### config.mk
export PLATFORM = sky130hd
export DESIGN_NAME = max_seq_ctrl
export DESIGN_NICKNAME = d
export VERILOG_FILES = /design/src/rtl/max_seq_ctrl.sv
export SDC_FILE = /design/constraint.sdc
export NUM_CORES = 1
export LEC_CHECK = 0
export ABC_AREA = 1
export BUFFER_PORTS_ARGS = -buffer_cell sky130_fd_sc_hd__buf_4
export CORE_MARGIN = 2
export CORE_UTILIZATION = 55
export DETAILED_ROUTE_END_ITERATION = 6
export GPL_TIMING_DRIVEN = 0
export PLACE_DENSITY = 0.73
export SLEW_MARGIN = 20
export SYNTH_ARGS = -nofsm -noshare
export SYNTH_HDL_FRONTEND = slang
export SYNTH_SLANG_ARGS = --single-unit
### constraint.sdc
create_clock -name clk -period 1.6 [get_ports clk]
set_input_delay 0.24 -clock clk [delete_from_list [all_inputs] [get_ports clk]]
set_output_delay 0.24 -clock clk [all_outputs]
set_load 0.02 [all_outputs]
### src/rtl/max_seq_ctrl.sv
// Frame max sequencer: streams COUNT samples through a greater-than compare and reports max and position.
// Build option: define MAX_SEQ_TIE_LAST_EN to report the latest tied position instead of the earliest.
module max_seq_ctrl #(
  parameter int unsigned WIDTH = 4,
  parameter int unsigned COUNT = 8,
  parameter int unsigned IDXW  = (COUNT > 1) ? $clog2(COUNT) : 1
) (
  input  logic             clk,
  input  logic             rst,
  input  logic             start,
  input  logic             in_valid,
  input  logic [WIDTH-1:0] in_data,
  output logic             in_ready,
  output logic             busy,
  output logic [WIDTH-1:0] max_out,
  output logic [IDXW-1:0]  max_idx,
  output logic             done
);

  typedef enum logic [1:0] {
    S_IDLE = 2'd0,
    S_LOAD = 2'd1,
    S_SCAN = 2'd2,
    S_DONE = 2'd3
  } state_t;

  state_t           r_state;
  logic             r_in_ready;
  logic             r_busy;
  logic             r_done;
  logic [WIDTH-1:0] r_max_out;
  logic [IDXW-1:0]  r_max_idx;
  logic [WIDTH-1:0] r_run_max;
  logic [IDXW-1:0]  r_run_idx;
  logic [IDXW-1:0]  r_cnt;

  logic             w_accept;
  logic             w_last;
  logic             w_gt;
  logic             w_take_idx;
  logic [WIDTH-1:0] w_nxt_max;
  logic [IDXW-1:0]  w_nxt_idx;

  // Running max update; ties never replace run_max, only (optionally) run_idx
  always_comb begin
    w_accept  = in_valid & r_in_ready;
    w_last    = (r_cnt == IDXW'(COUNT - 1));
    w_gt      = (in_data > r_run_max);
`ifdef MAX_SEQ_TIE_LAST_EN
    w_take_idx = w_gt | (in_data == r_run_max);
`else
    w_take_idx = w_gt;
`endif
    w_nxt_max = r_run_max;
    w_nxt_idx = r_run_idx;
    if (r_state == S_LOAD) begin
      w_nxt_max = in_data;
      w_nxt_idx = '0;
    end else begin
      if (w_gt)       w_nxt_max = in_data;
      if (w_take_idx) w_nxt_idx = r_cnt;
    end
  end

  always_ff @(posedge clk or posedge rst) begin
    if (rst) begin
      r_state    <= S_IDLE;
      r_in_ready <= 1'b0;
      r_busy     <= 1'b0;
      r_done     <= 1'b0;
      r_max_out  <= '0;
      r_max_idx  <= '0;
      r_run_max  <= '0;
      r_run_idx  <= '0;
      r_cnt      <= '0;
    end else begin
      case (r_state)
        S_IDLE: begin
          if (start) begin
            r_state    <= S_LOAD;
            r_in_ready <= 1'b1;
            r_busy     <= 1'b1;
            r_cnt      <= '0;
          end
        end
        S_LOAD, S_SCAN: begin
          if (w_accept) begin
            r_run_max <= w_nxt_max;
            r_run_idx <= w_nxt_idx;
            // In LOAD cnt is 0, so w_last also covers the single-sample frame
            if (w_last) begin
              r_state    <= S_DONE;
              r_in_ready <= 1'b0;
              r_done     <= 1'b1;
              r_max_out  <= w_nxt_max;
              r_max_idx  <= w_nxt_idx;
              r_cnt      <= '0;
            end else begin
              r_state <= S_SCAN;
              r_cnt   <= r_cnt + IDXW'(1);
            end
          end
        end
        S_DONE: begin
          r_state <= S_IDLE;
          r_done  <= 1'b0;
          r_busy  <= 1'b0;
        end
        default: begin
          r_state    <= S_IDLE;
          r_in_ready <= 1'b0;
          r_busy     <= 1'b0;
          r_done     <= 1'b0;
        end
      endcase
    end
  end

  assign in_ready = r_in_ready;
  assign busy     = r_busy;
  assign done     = r_done;
  assign max_out  = r_max_out;
  assign max_idx  = r_max_idx;

endmodule
======== After elaboration in Yosys (flattened, before gate mapping) ========
Index checks and enable logic that the tools add are counted.
storage, ports and cells
  register bits ........................... 22
  input port bits ......................... 8
  output and inout port bits .............. 10
  word-level logic and storage cells ...... 51
operators by class
  add/sub/neg operators ................... 1
  order comparisons ....................... 1
  eq/ne operators ......................... 7
  muxes and demuxes ....................... 20
  bitwise logic cells ..................... 1
  reductions and logical operators ........ 12
operators with widths
  cell                                                              count
  3-bit 2-to-1 mux                                                  5
  3-bit AND reduction                                               3
  4-bit 2-to-1 mux                                                  2
  1-bit 2-to-1 mux                                                  6
  2-bit != test (second input constant)                             3
  1-bit case mux with 2 select lines                                3
  2-bit case mux with 3 select lines                                1
  3-bit case mux with 2 select lines                                1
  2-bit AND reduction                                               3
  2-bit nonzero test                                                3
  2-bit == test (second input constant)                             2
  4-bit > comparator                                                1
  2-bit 2-to-1 mux                                                  2
  4-bit AND reduction                                               1
  3-bit by 1-bit adder with 3-bit output (second input constant)    1
  3-bit == test (second input constant)                             1
  2-bit by 1-bit == test with 1-bit output (second input constant)  1
  2-bit zero test                                                   1
  2-bit OR reduction                                                1
  1-bit bitwise AND                                                 1

======== Depth between registers and ports, before layout ========
  word-level depth ........................ 4
  mapped depth ............................ 12
  depth with buffers taken out ............ 12

======== Least setup slack after synthesis ========
No wires, ideal clock.
  kind .................................... reg2reg
  start point ............................. reg r_state[0]
  end point ............................... reg r_done, in the netlist done
  setup time .............................. 0.121 ns
  arrival ................................. 1.297 ns
  required time ........................... 1.479 ns
  path slack .............................. 0.181 ns
  stages on the path, launching flop included .. 8
  buffers on the path ..................... 0
  clock period less this slack ............ 1.419 ns
  cells stage by stage .................... dfrtp_1 inv_1 ha_1 nand3_4 nor2_8 inv_2 nand2_1 a21oi_1
between the ends
  word-level cells in the longest chain between the ends .. 4
  elaborated cells on any way between the ends .. 9
  those cells by class .................... eq/ne (5); mux (1); reduce/logical (3)
ends and longest elaborated chain
  item                                                                              RTL line  RTL
  start: declaration                                                                27        state_t r_state;
  start signal: assignment                                                          67        r_state <= S_IDLE;
  start signal: assignment                                                          80        r_state <= S_LOAD;
  start signal: assignment                                                          92        r_state <= S_DONE;
  2-bit by 1-bit == test with 1-bit output / 2-bit == test (equally long branches)  77        case (r_state)
  2-bit OR reduction                                                                77
  2-bit != test (no line) / 2-bit nonzero test (equally long branches)              -
  3-bit AND reduction (no line)                                                     -
  end signal: assignment                                                            70        r_done <= 1'b0;
  end signal: assignment                                                            94        r_done <= 1'b1;
  end signal: assignment                                                            106       r_done <= 1'b0;
  end: declaration                                                                  30        logic r_done;
Parallel ways exist; a longest one is shown, timed or not.
A chain may end at the register's enable or synchronous reset.

======== Worst setup path after layout ========
  start point ............................. reg r_run_max[1]
  end point ............................... reg r_max_idx[1], in the netlist max_idx[1]
between the ends
  word-level cells in the longest chain between the ends .. 3
ends and longest elaborated chain
  item                      RTL line  RTL
  start: declaration        33        logic [WIDTH-1:0] r_run_max;
  start signal: assignment  88        r_run_max <= w_nxt_max;
  4-bit > comparator        48        w_gt = (in_data > r_run_max);
  3-bit 2-to-1 mux          61        if (w_take_idx) w_nxt_idx = r_cnt;
  3-bit 2-to-1 mux          56        if (r_state == S_LOAD) begin
  end signal: assignment    96        r_max_idx <= w_nxt_idx;
  end: declaration          32        logic [IDXW-1:0] r_max_idx;
No other way between the ends.

==> results.py <==
metrics = {
    "logic_synthesis": {
        "synthAdderAreaFrac": 0.09250,
        "synth_xor_area_frac": 0,
        "synth_common_cells": "nand2_1, inv_1, dfrtp_1",
        "synth_edf_count": 0,
        "yosysUniqueCellTypes": 16,
        "synth.yosys.seq_area_share": 0.4522,
        "synth_top_family_by_area": "simple AND/OR/NAND/NOR gates",
        "synth-simple-area-share": 0.3186,
        "synth_mux_area_frac": 0,
        "ys_warn_count": 0,
        "synth-seq-cells": 22,
        "synthArstFlopShare": 1.000,
        "yosys.area.top_type_share": 0.4522,
        "synthFlopType": "dfrtp_1",
        "synthTopCellsByArea": "dfrtp_1, nand2_1, ha_1, inv_1, nand3_1",
        "yosysMostFrequentCell": "nand2_1",
        "synth-compound-area-share": 0.04728,
        "synth_nets": 171,
        "yosysTopAreaCell": "dfrtp_1",
        "synth_cells": 154,
        "netlist_area_mm2": 0.001217,
        "syn_avg_cell_area_um2": 7.905,
    },
    "drt": {
        "drt_pass1_iterations": 4,
        "route.detailed.wl_per_inst_um": 13.73,
        "routed-via-count": 1103,
        "drt_iter0_drc": 29,
        "drt_drc_violations_left": 0,
        "ant_nets": 0,
        "via_per_inst": 5.227,
        "routed_wl_um": 2896,
    },
    "timing": {
        "slew_viol_final": 0,
        "max_freq_ghz": 0.6220,
        "finalHoldViolCount": 0,
        "hold_ws_ps": 85.91,
        "fin_ws_ps": -7.847,
        "finalClockSkew_ps": 1.103,
        "worst_slew_pin_slew_ps": 850.8,
        "post-route-period-util": 1.005,
        "fin_crit_ps": 1608,
        "setup_viol": 1,
        "slew_headroom": 0.4322,
    },
    "power_and_ir_drop": {
        "vdd.ir_drop.worst_v": 0.0009053,
        "power_density_mw_per_mm2": 1665,
        "p_leak_nw": 0.8910,
    },
    "outcome": {
        "status": "finished with violations",
        "failed_checks": "negative setup slack",
    },
    "clock_tree": {
        "path_clk_slew_ps": 120,
        "clockRootBuffer": "clkbuf_4",
        "cts_buffer_depth": 2,
        "insertion_delay_ps": 310,
        "cts_sinks": 22,
        "htree_levels": 1,
        "cts_tree": "done",
        "numCtsBuffers": 3,
    },
    "layout": {
        "drive_above_1_share": 0.2951,
        "fin_nets": 201,
        "area_growth_pct": 29.29,
        "nFillCells": 163,
        "n_antenna_cell": 0,
    },
    "global_route": {
        "antenna_found_initial": 0,
        "grt_overflow": 0,
        "grt_pass1_wl_um": 4209,
        "grt_pass1_vias": 1010,
        "grt_util_all_layers": 0.2201,
        "grt_max_degree": 23,
    },
    "worst_setup_path": {
        "crit_arrival_ps": 1870,
        "cp.required_ps": 1860,
        "r2r_cells": 11,
        "end_kind": "flop",
        "startpoint_type": "flop",
        "rr_endpoint": "max_idx[1]",
        "r2r_start": "r_run_max[1]",
        "reg2reg_slack_ps": -8,
        "crit_path_max_fanout": 8,
        "critPathKind": "flop to flop",
    },
    "place": {
        "port_buffers": 17,
        "preCtsSetupSlack_ps": -87.99,
        "place_congestion": 0.7765,
        "dp_hpwl_um": 1858,
    },
    "floorplanning": {
        "ios": 18,
        "rows": 17,
        "die_area_mm2": 0.002606,
        "die_h_um": 51.05,
        "initial_core_util": 0.5667,
        "die_w_um": 51.05,
        "core_mm2": 0.002148,
    },
    "min_path": {
        "min_path_type": "input port to async pin",
    },
    "flow_run": {
        "drv_cap": 0,
    },
}
==> sequential cells by signal (all words and copies together), names as in the netlist <==
signal	count
busy	1
r_cnt	3
max_idx	3
done	1
max_out	4
in_ready	1
r_run_idx	3
r_state	2
r_run_max	4
==> report_power, final <==
part           leakage, nW  switching [mW]  internal (mW)  total (mW)
sequential           0.285          0.0823          0.698       0.781
combinational        0.585           0.948          0.579        1.53
clock               0.0210           0.174          0.139       0.313
total                0.891            1.20           1.42        2.62
==> worst max-delay path, stage by stage, from the launching register on <==
cell     delay (ps)
dfrtp_1         370
inv_1            80
ha_4            290
nand2_1          70
nand2_1          80
nand2_1          80
nand2_2         100
nand2_4         100
buf_4           150
nand2_2          50
nand4_1         100
nand2_1          90
==> worst max-delay path by stage <==
stage	from	to	cells past startpoint
after floorplan	r_state[0]	done	7
after global placement	r_run_max[3]	max_out[3]	10
after detailed placement	r_run_max[3]	max_out[2]	10
after CTS	r_state[1]	max_out[2]	7
after global routing	r_run_max[1]	max_out[0]	10
final	r_run_max[1]	max_idx[1]	11
==> logic make-up (layout without fill, tap and decap cells) <==
group                    Yosys count  in the layout
AND/OR/NAND/NOR                   84             84
flip-flops                        22             22
adder cells (fa/ha/maj)            9              9
buffers and inverters             29             58
AO/OA/AOI/OAI                     10             10
==> metrics by stage <==
stage                     std cells  power [mW]  utilization  TNS (ps)  cell area, um2
after floorplan                 154       1.639            -         0            1217
after global placement          199       1.851       0.6424    -46.69            1380
after detailed placement        199       1.897       0.6424    -445.2            1380
after CTS                       204       2.287       0.6709    -2.640            1441
after global routing            211       2.817       0.7327    -525.5            1574
final                           211       2.621       0.7327    -7.847            1574
==> timing repair <==
action / in CTS / in global routing
setup endpoints to repair: 15 / 20
setup buffers: 1 / 7
hold buffers: 0 / 0
pin swaps: 1 / 4
gates resized for setup: 5 / 18
==> layer usage <==
| metal | wire length [um] | up-vias | part of all wire | GRT usage |
|---|---|---|---|---|
| met1 | 1264 | 537 | 0.44 | 0.2529 |
| met5 | 0 | - | 0 | 0 |
| met2 | 1515 | 18 | 0.52 | 0.4004 |
| met4 | 42 | 0 | 0.015 | 0.09459 |
| met3 | 73 | 5 | 0.025 | 0.03509 |
| li1 | - | 543 | - | - |
==> area by class of cell <==
| type | instances | area, um2 | area share |
|---|---|---|---|
| Buffer | 1 | 5.005 | 0.003180 |
| Tap cell | 28 | 35.03 | 0.02226 |
| Clock buffer | 4 | 36.28 | 0.02305 |
| Multi-Input combinational cell | 103 | 654.4 | 0.4157 |
| Sequential cell | 22 | 550.5 | 0.3498 |
| Timing Repair Buffer | 25 | 187.7 | 0.1192 |
| Inverter | 28 | 105.1 | 0.06677 |
==> cell usage in the layout, fill, tap and decap left out <==
master,instances
inv_2,4
nand2_4,2
nand3_4,2
o22ai_2,1
nand2_2,6
a21oi_1,1
clkbuf_2,1
nor2_2,1
clkbuf_4,3
nand4_1,6
nand3_1,14
nand2_1,47
nand3_2,3
ha_4,3
inv_1,24
clkbuf_8,1
o21ai_0,7
ha_1,6
nor2_1,2
nor2_8,1
dfrtp_1,22
buf_4,25
a21oi_2,1
No activity file was read; power rests on OpenSTA's default activity.
